<file path="src/rtl/mips_mem_pkg.sv">
// Shared types and constants for the CPU load/store path: access sizes,
// LSU controller states and response error codes.
package mips_mem_pkg;

  typedef enum logic [1:0] {
    MEM_BYTE = 2'b00,
    MEM_HALF = 2'b01,
    MEM_WORD = 2'b10,
    MEM_ILL  = 2'b11
  } mem_size_t;

  typedef enum logic [1:0] {
    LSU_IDLE  = 2'b00,
    LSU_READ  = 2'b01,
    LSU_WRITE = 2'b10,
    LSU_RESP  = 2'b11
  } lsu_state_t;

  localparam logic [1:0] LSU_ERR_OK      = 2'b00;
  localparam logic [1:0] LSU_ERR_ALIGN   = 2'b01;
  localparam logic [1:0] LSU_ERR_TIMEOUT = 2'b10;

endpackage

</file>
<file path="src/rtl/lsu_lane_align.sv">
// Byte-lane steering for stores, alignment check, and load extraction with
// zero/sign extension. Purely combinational.
module lsu_lane_align
  import mips_mem_pkg::*;
(
  input  mem_size_t   size,
  input  logic [1:0]  addr_lo,
  input  logic        load_signed,
  input  logic [31:0] wdata,
  input  logic [31:0] readdata,
  output logic [3:0]  byteenable,
  output logic [31:0] writedata,
  output logic        misaligned,
  output logic [31:0] load_data
);

  logic [7:0]  byte_s;
  logic [15:0] half_s;

  assign byte_s = readdata[{addr_lo, 3'b000} +: 8];
  assign half_s = readdata[{addr_lo[1], 4'b0000} +: 16];

  // Per-size lane mapping; the illegal size code is reported as misaligned
  always_comb begin
    byteenable = 4'b0000;
    writedata  = wdata;
    misaligned = 1'b0;
    load_data  = 32'h0000_0000;
    case (size)
      MEM_BYTE: begin
        byteenable = 4'b0001 << addr_lo;
        writedata  = {4{wdata[7:0]}};
        load_data  = load_signed ? {{24{byte_s[7]}}, byte_s} : {24'h00_0000, byte_s};
      end
      MEM_HALF: begin
        byteenable = addr_lo[1] ? 4'b1100 : 4'b0011;
        writedata  = {2{wdata[15:0]}};
        misaligned = addr_lo[0];
        load_data  = load_signed ? {{16{half_s[15]}}, half_s} : {16'h0000, half_s};
      end
      MEM_WORD: begin
        byteenable = 4'b1111;
        misaligned = (addr_lo != 2'b00);
        load_data  = readdata;
      end
      default: begin
        misaligned = 1'b1;
      end
    endcase
  end

endmodule

</file>
<file path="src/rtl/avalon_lsu_master.sv">
// Avalon-MM master for the CPU load/store path: one request at a time,
// registered bus strobes held through waitrequest, watchdog abort, one-cycle response.
module avalon_lsu_master
  import mips_mem_pkg::*;
#(
  parameter int TIMEOUT_CYCLES = 1024,
  parameter int ADDR_W         = 32
) (
  input  logic              clk,
  input  logic              reset_n,
  input  logic              req_valid,
  output logic              req_ready,
  input  logic              req_write,
  input  logic [1:0]        req_size,
  input  logic              req_signed,
  input  logic [ADDR_W-1:0] req_addr,
  input  logic [31:0]       req_wdata,
  output logic              resp_valid,
  output logic [31:0]       resp_rdata,
  output logic [1:0]        resp_err,
  output logic [ADDR_W-1:0] address,
  output logic              read,
  output logic              write,
  output logic [3:0]        byteenable,
  output logic [31:0]       writedata,
  input  logic              waitrequest,
  input  logic [31:0]       readdata
);

  localparam int CNT_W = $clog2(TIMEOUT_CYCLES + 1);

  localparam logic [1:0] S_IDLE  = LSU_IDLE;
  localparam logic [1:0] S_READ  = LSU_READ;
  localparam logic [1:0] S_WRITE = LSU_WRITE;
  localparam logic [1:0] S_RESP  = LSU_RESP;

  logic [1:0]        state_r;
  mem_size_t         size_r;
  logic [1:0]        addr_lo_r;
  logic              signed_r;
  logic [CNT_W-1:0]  wd_cnt_r;

  logic              req_ready_r;
  logic              resp_valid_r;
  logic [31:0]       resp_rdata_r;
  logic [1:0]        resp_err_r;
  logic [ADDR_W-1:0] address_r;
  logic              read_r;
  logic              write_r;
  logic [3:0]        byteenable_r;
  logic [31:0]       writedata_r;

  mem_size_t         size_sel_s;
  logic [1:0]        addr_lo_sel_s;
  logic [3:0]        be_s;
  logic [31:0]       wdata_s;
  logic              misaligned_s;
  logic [31:0]       load_data_s;
  logic              wd_expired_s;

  // The aligner checks the incoming request while idle and extracts loads from the latched request otherwise
  always_comb begin
    size_sel_s    = size_r;
    addr_lo_sel_s = addr_lo_r;
    if (state_r == S_IDLE) begin
      size_sel_s    = mem_size_t'(req_size);
      addr_lo_sel_s = req_addr[1:0];
    end else begin
      size_sel_s    = size_r;
      addr_lo_sel_s = addr_lo_r;
    end
  end

  lsu_lane_align u_align (
    .size        (size_sel_s),
    .addr_lo     (addr_lo_sel_s),
    .load_signed (signed_r),
    .wdata       (req_wdata),
    .readdata    (readdata),
    .byteenable  (be_s),
    .writedata   (wdata_s),
    .misaligned  (misaligned_s),
    .load_data   (load_data_s)
  );

  assign wd_expired_s = (wd_cnt_r == CNT_W'(TIMEOUT_CYCLES - 1));

  // Request FSM, bus strobes, watchdog and response registers
  always_ff @(posedge clk or negedge reset_n) begin
    if (!reset_n) begin
      state_r      <= S_IDLE;
      size_r       <= MEM_BYTE;
      addr_lo_r    <= 2'b00;
      signed_r     <= 1'b0;
      wd_cnt_r     <= '0;
      req_ready_r  <= 1'b1;
      resp_valid_r <= 1'b0;
      resp_rdata_r <= 32'h0000_0000;
      resp_err_r   <= LSU_ERR_OK;
      address_r    <= '0;
      read_r       <= 1'b0;
      write_r      <= 1'b0;
      byteenable_r <= 4'b0000;
      writedata_r  <= 32'h0000_0000;
    end else begin
      case (state_r)
        S_IDLE: begin
          resp_valid_r <= 1'b0;
          if (req_valid) begin
            size_r      <= mem_size_t'(req_size);
            addr_lo_r   <= req_addr[1:0];
            signed_r    <= req_signed;
            wd_cnt_r    <= '0;
            req_ready_r <= 1'b0;
            if (misaligned_s) begin
              state_r      <= S_RESP;
              resp_valid_r <= 1'b1;
              resp_err_r   <= LSU_ERR_ALIGN;
            end else begin
              state_r      <= req_write ? S_WRITE : S_READ;
              address_r    <= {req_addr[ADDR_W-1:2], 2'b00};
              byteenable_r <= be_s;
              writedata_r  <= wdata_s;
              read_r       <= ~req_write;
              write_r      <= req_write;
            end
          end
        end
        S_READ, S_WRITE: begin
          if (!waitrequest || wd_expired_s) begin
            if (!waitrequest) begin
              resp_err_r <= LSU_ERR_OK;
              if (state_r == S_READ) begin
                resp_rdata_r <= load_data_s;
              end
            end else begin
              resp_err_r <= LSU_ERR_TIMEOUT;
            end
            state_r      <= S_RESP;
            resp_valid_r <= 1'b1;
            read_r       <= 1'b0;
            write_r      <= 1'b0;
            byteenable_r <= 4'b0000;
          end else begin
            wd_cnt_r <= wd_cnt_r + CNT_W'(1);
          end
        end
        S_RESP: begin
          resp_valid_r <= 1'b0;
          req_ready_r  <= 1'b1;
          state_r      <= S_IDLE;
        end
        default: begin
          state_r      <= S_IDLE;
          req_ready_r  <= 1'b1;
          resp_valid_r <= 1'b0;
          read_r       <= 1'b0;
          write_r      <= 1'b0;
          byteenable_r <= 4'b0000;
        end
      endcase
    end
  end

  assign req_ready  = req_ready_r;
  assign resp_valid = resp_valid_r;
  assign resp_rdata = resp_rdata_r;
  assign resp_err   = resp_err_r;
  assign address    = address_r;
  assign read       = read_r;
  assign write      = write_r;
  assign byteenable = byteenable_r;
  assign writedata  = writedata_r;

endmodule
</file>
<file path="config.mk">
export PLATFORM = sky130hd
export DESIGN_NAME = avalon_lsu_master
export DESIGN_NICKNAME = d
export VERILOG_FILES = /design/src/rtl/mips_mem_pkg.sv /design/src/rtl/lsu_lane_align.sv /design/src/rtl/avalon_lsu_master.sv
export SDC_FILE = /design/constraint.sdc
export NUM_CORES = 1
export LEC_CHECK = 0
export CAP_MARGIN = 20
export CORE_MARGIN = 10
export CORE_UTILIZATION = 25
export CTS_CLUSTER_DIAMETER = 150
export CTS_CLUSTER_SIZE = 16
export DETAILED_ROUTE_END_ITERATION = 10
export PLACE_DENSITY = 0.56
export SYNTH_ARGS = -nofsm -noshare
export SYNTH_HDL_FRONTEND = slang
export SYNTH_SLANG_ARGS = --single-unit
</file>
<file path="constraint.sdc">
create_clock -name clk -period 2.32 [get_ports clk]
set_input_delay 0.232 -clock clk [delete_from_list [all_inputs] [get_ports clk]]
set_output_delay 0.232 -clock clk [all_outputs]
set_load 0.05 [all_outputs]
</file>
==> results.yml <==
status:
  outcome: "finished clean"
logic_synthesis:
  synth_edf_count: 0
  netlist_area_um2: 6240
  synth-main-ff-cell: "dfrtp_1"
  ys_ff_latch: 122
  seq_area_frac_synth_pct: 49.0
  synthSimpleGateAreaFrac_pct: 10.3
  synth-xor-area-share_pct: 0
  synth-async-reset-ratio_pct: 100
  yosys_warnings: 0
  synth_top_family_by_area: "compound AO/OA/AOI/OAI gates"
  syn_area_per_cell_um2: 10.6
  yosys.area.top_type: "dfrtp_1"
  synth_top_cell_area_share_pct: 48.6
  syn-instance-count: 591
  synth-compound-area-share_pct: 20.4
  synthTopCellsByArea: "dfrtp_1 49%, mux2_2 9.0%, a21oi_1 6.2%"
  synthMuxAreaShare_pct: 14.9
  ys_types: 69
  synth_fa_ha_area_share_pct: 0.803
placement:
  dp_slack_ns: 0.0509
  place_congestion: 0.803
  port_buffers: 207
  dpl.hpwl_um: 16100
  dp.cells: 1116
  dpl_cell_area_um2: 8830
global_routing:
  first_global_vias: 5627
  grt_max_degree: 57
  grt_overflow: 0
  grt_antenna_before_repair: 0
  grtUsageTotal_pct: 13.5
  grt_first_pass_wirelength_um: 33400
worst_setup_path:
  critPathMaxStageDelay_ns: 0.43
  required_ns: 2.61
  path_class: "reg2reg"
  crit_path_cell_trace: "inv_1, ha_1, buf_4, nand2_1, o22ai_2, a211o_2, a221oi_1, o21ai_0"
  slowest_stage: "a211o_2"
  critPathArrivalTime_ns: 2.45
  cp_top_family: "compound AO/OA/AOI/OAI gates"
  critPathMaxFanout: 16
  r2r_slack_ns: 0.16
  reg2reg_to: "resp_rdata[7]$_DFFE_PN0P_"
  start_kind: "flop"
  r2r_cells: 8
  r2r-start: "state_r[0]$_DFFE_PN0P_"
  path_buf_inv: 2
  cp-end-kind: "flop"
sta:
  grt_setup_unrepaired: "no"
  worst_pin_slew_ns: 0.579
  hold_viol: 0
  setup_viol: 0
  finalCritPeriodShare_pct: 93.3
  slew_headroom_pct: 61.3
  clock_skew_ns: 0.0141
  worst_slack_ns: 0.156
  fin_tns_setup_ns: 0
  slew_violations: 0
  max_freq_mhz: 462
  period_minus_slack_ns: 2.16
die:
  die_x_um: 178
  initial_core_util_pct: 25.5
  coreArea_um2: 24500
  die_h_um: 178
  row_count: 57
  io_pins: 210
  die_area_um2: 31700
cts:
  cts_buffer_depth: 2
  cts-buffers-inserted: 17
  clock-sinks: 122
  path_clk_slew_ns: 0.06
  cts_root_buffer: "clkbuf_16"
  cts.htree.levels: 4
  cts_tree: "built"
  clock_latency_ns: 0.42
worst_hold_path:
  hp-class: "in2async"
drt:
  routed_via_density: 4.78
  wl_met1_um: 9410
  wl_met2_um: 10500
  vias: 5501
  top_layer_used: "met4"
  ant_nets: 0
  met3_length_um: 1690
  drcViolationCount: 0
  firstDrtPassIters: 5
  drt-total-wl_um: 21800
  drtIter0Drc: 320
  routedWlPerCell_um: 18.9
finish:
  fill_cells: 2408
  antenna_cells: 0
  area_growth_pct: 51.5
  fin_area_um2: 9450
  layout-drive-gt1-share_pct: 17.3
  final_cells: 1150
  nets: 921
power_and_ir_drop:
  ir_drop_v: 0.000682
  powerDensity_nw_per_um2: 1630
  finalPower_mw: 15.4
  p_leak_nw: 3.95
run:
  maxCapViolCount: 0
[per-stage QoR]
step	util (%)	hold WS, ns
final	38.6	0.263
after global routing	38.6	0.287
after CTS	38.5	0.252
after detailed placement	36.1	0.163
after global placement	36.1	0.166
after floorplan	-	-0.0636
[routing by layer]
metal / track usage, % / vias up
met4: 3.23 / 0
met2: 21.5 / 174
li1: - / 2620
met5: 0 / -
met1: 16.8 / 2699
met3: 5.29 / 8
[report_power, final]
| group | switching, mW | leakage, nW | internal [mW] |
|---|---|---|---|
| Clock | 1.11 | 0.276 | 1.61 |
| Combinational | 5.74 | 2.13 | 3.33 |
| Sequential | 0.606 | 1.54 | 3.05 |
[layout by cell type, fill, tap and decap left out, types with 3 or more instances in the layout]
| cell type | instances |
|---|---|
| clkdlybuf4s50_1 | 206 |
| dfrtp_1 | 121 |
| a21oi_1 | 77 |
| nand2_1 | 55 |
| mux2_2 | 50 |
| mux2i_1 | 31 |
| nor2_1 | 30 |
| o21ai_0 | 29 |
| buf_4 | 29 |
| a22oi_1 | 24 |
| clkbuf_16 | 17 |
| inv_1 | 11 |
| nand3_1 | 10 |
| o22ai_1 | 9 |
| buf_12 | 7 |
| a221oi_1 | 6 |
| o221ai_1 | 6 |
| o21ai_1 | 5 |
| a211oi_1 | 5 |
| a21o_1 | 5 |
| inv_6 | 5 |
| and2_1 | 4 |
| nand2b_1 | 4 |
| or4_1 | 4 |
| ha_1 | 4 |
| clkinvlp_4 | 4 |
| nor3_2 | 3 |
| mux2_1 | 3 |
| a22o_1 | 3 |
[flip-flops by register name, indices dropped and copies added, names as in the netlist]
signal,cells
resp_rdata,32
writedata,32
address,30
wd_cnt_r,11
byteenable,4
addr_lo_r,2
resp_err,2
size_r,2
state_r,2
read,1
req_ready,1
resp_valid,1
signed_r,1
write,1
[worst max path at each step]
stage                     depth (start not counted)                         end                   start  slack, ns
after floorplan                                   9   resp_rdata[2]$_DFFE_PN0P_  state_r[0]$_DFFE_PN0P_       0.31
after global routing                              8   resp_rdata[7]$_DFFE_PN0P_  state_r[0]$_DFFE_PN0P_       0.01
after detailed placement                          8  resp_rdata[19]$_DFFE_PN0P_  state_r[0]$_DFFE_PN0P_       0.05
after global placement                            7  resp_rdata[28]$_DFFE_PN0P_             req_addr[0]       0.08
after CTS                                         8  resp_rdata[31]$_DFFE_PN0P_  state_r[1]$_DFFE_PN0P_       0.05
final                                             8   resp_rdata[7]$_DFFE_PN0P_  state_r[0]$_DFFE_PN0P_       0.16
[area by class of cell]
class,instances,area [µm²],area share (%)
Clock buffer,18,429,4.54
Clock inverter,14,163,1.72
Inverter,12,45.0,0.477
Multi-Input combinational cell,417,2920,30.9
Sequential cell,122,3050,32.3
Tap cell,324,405,4.29
Timing Repair Buffer,243,2430,25.7
[cell usage after synthesis, drive strengths merged, types with 6 or more instances]
library cell  number
o21ai             36
dfrtp            121
a211oi             6
buf               28
nand2b             6
nand2             56
a221oi             7
o22ai             10
mux2i             32
a21oi             80
inv               12
clkbuf            13
nor2              31
a22oi             24
nand3             10
mux2              53
o221ai             6
[logic make-up after synthesis]
family,count (synthesis)
other,1
multiplexers,85
adder cells (fa/ha/maj),4
AO/OA/AOI/OAI,195
flip-flops,122
buffers and inverters,53
AND/OR/NAND/NOR,131
[worst register-to-register path, cell delays in order (launching register included)]
cell and delay (ns):
dfrtp_1 0.39, inv_1 0.06, ha_1 0.27, buf_4 0.20, nand2_1 0.12, o22ai_2 0.09, a211o_2 0.43, a221oi_1 0.36
o21ai_0 0.12
[timing repair]
item | CTS | global route
buffers inserted | 0 | 1
gates resized for setup | 0 | 1
hold buffers | 1 | 0
hold endpoints to repair | 20 | 0
endpoints found under the setup margin | 0 | 31
Note: power is estimated with default switching activity, not from simulation.
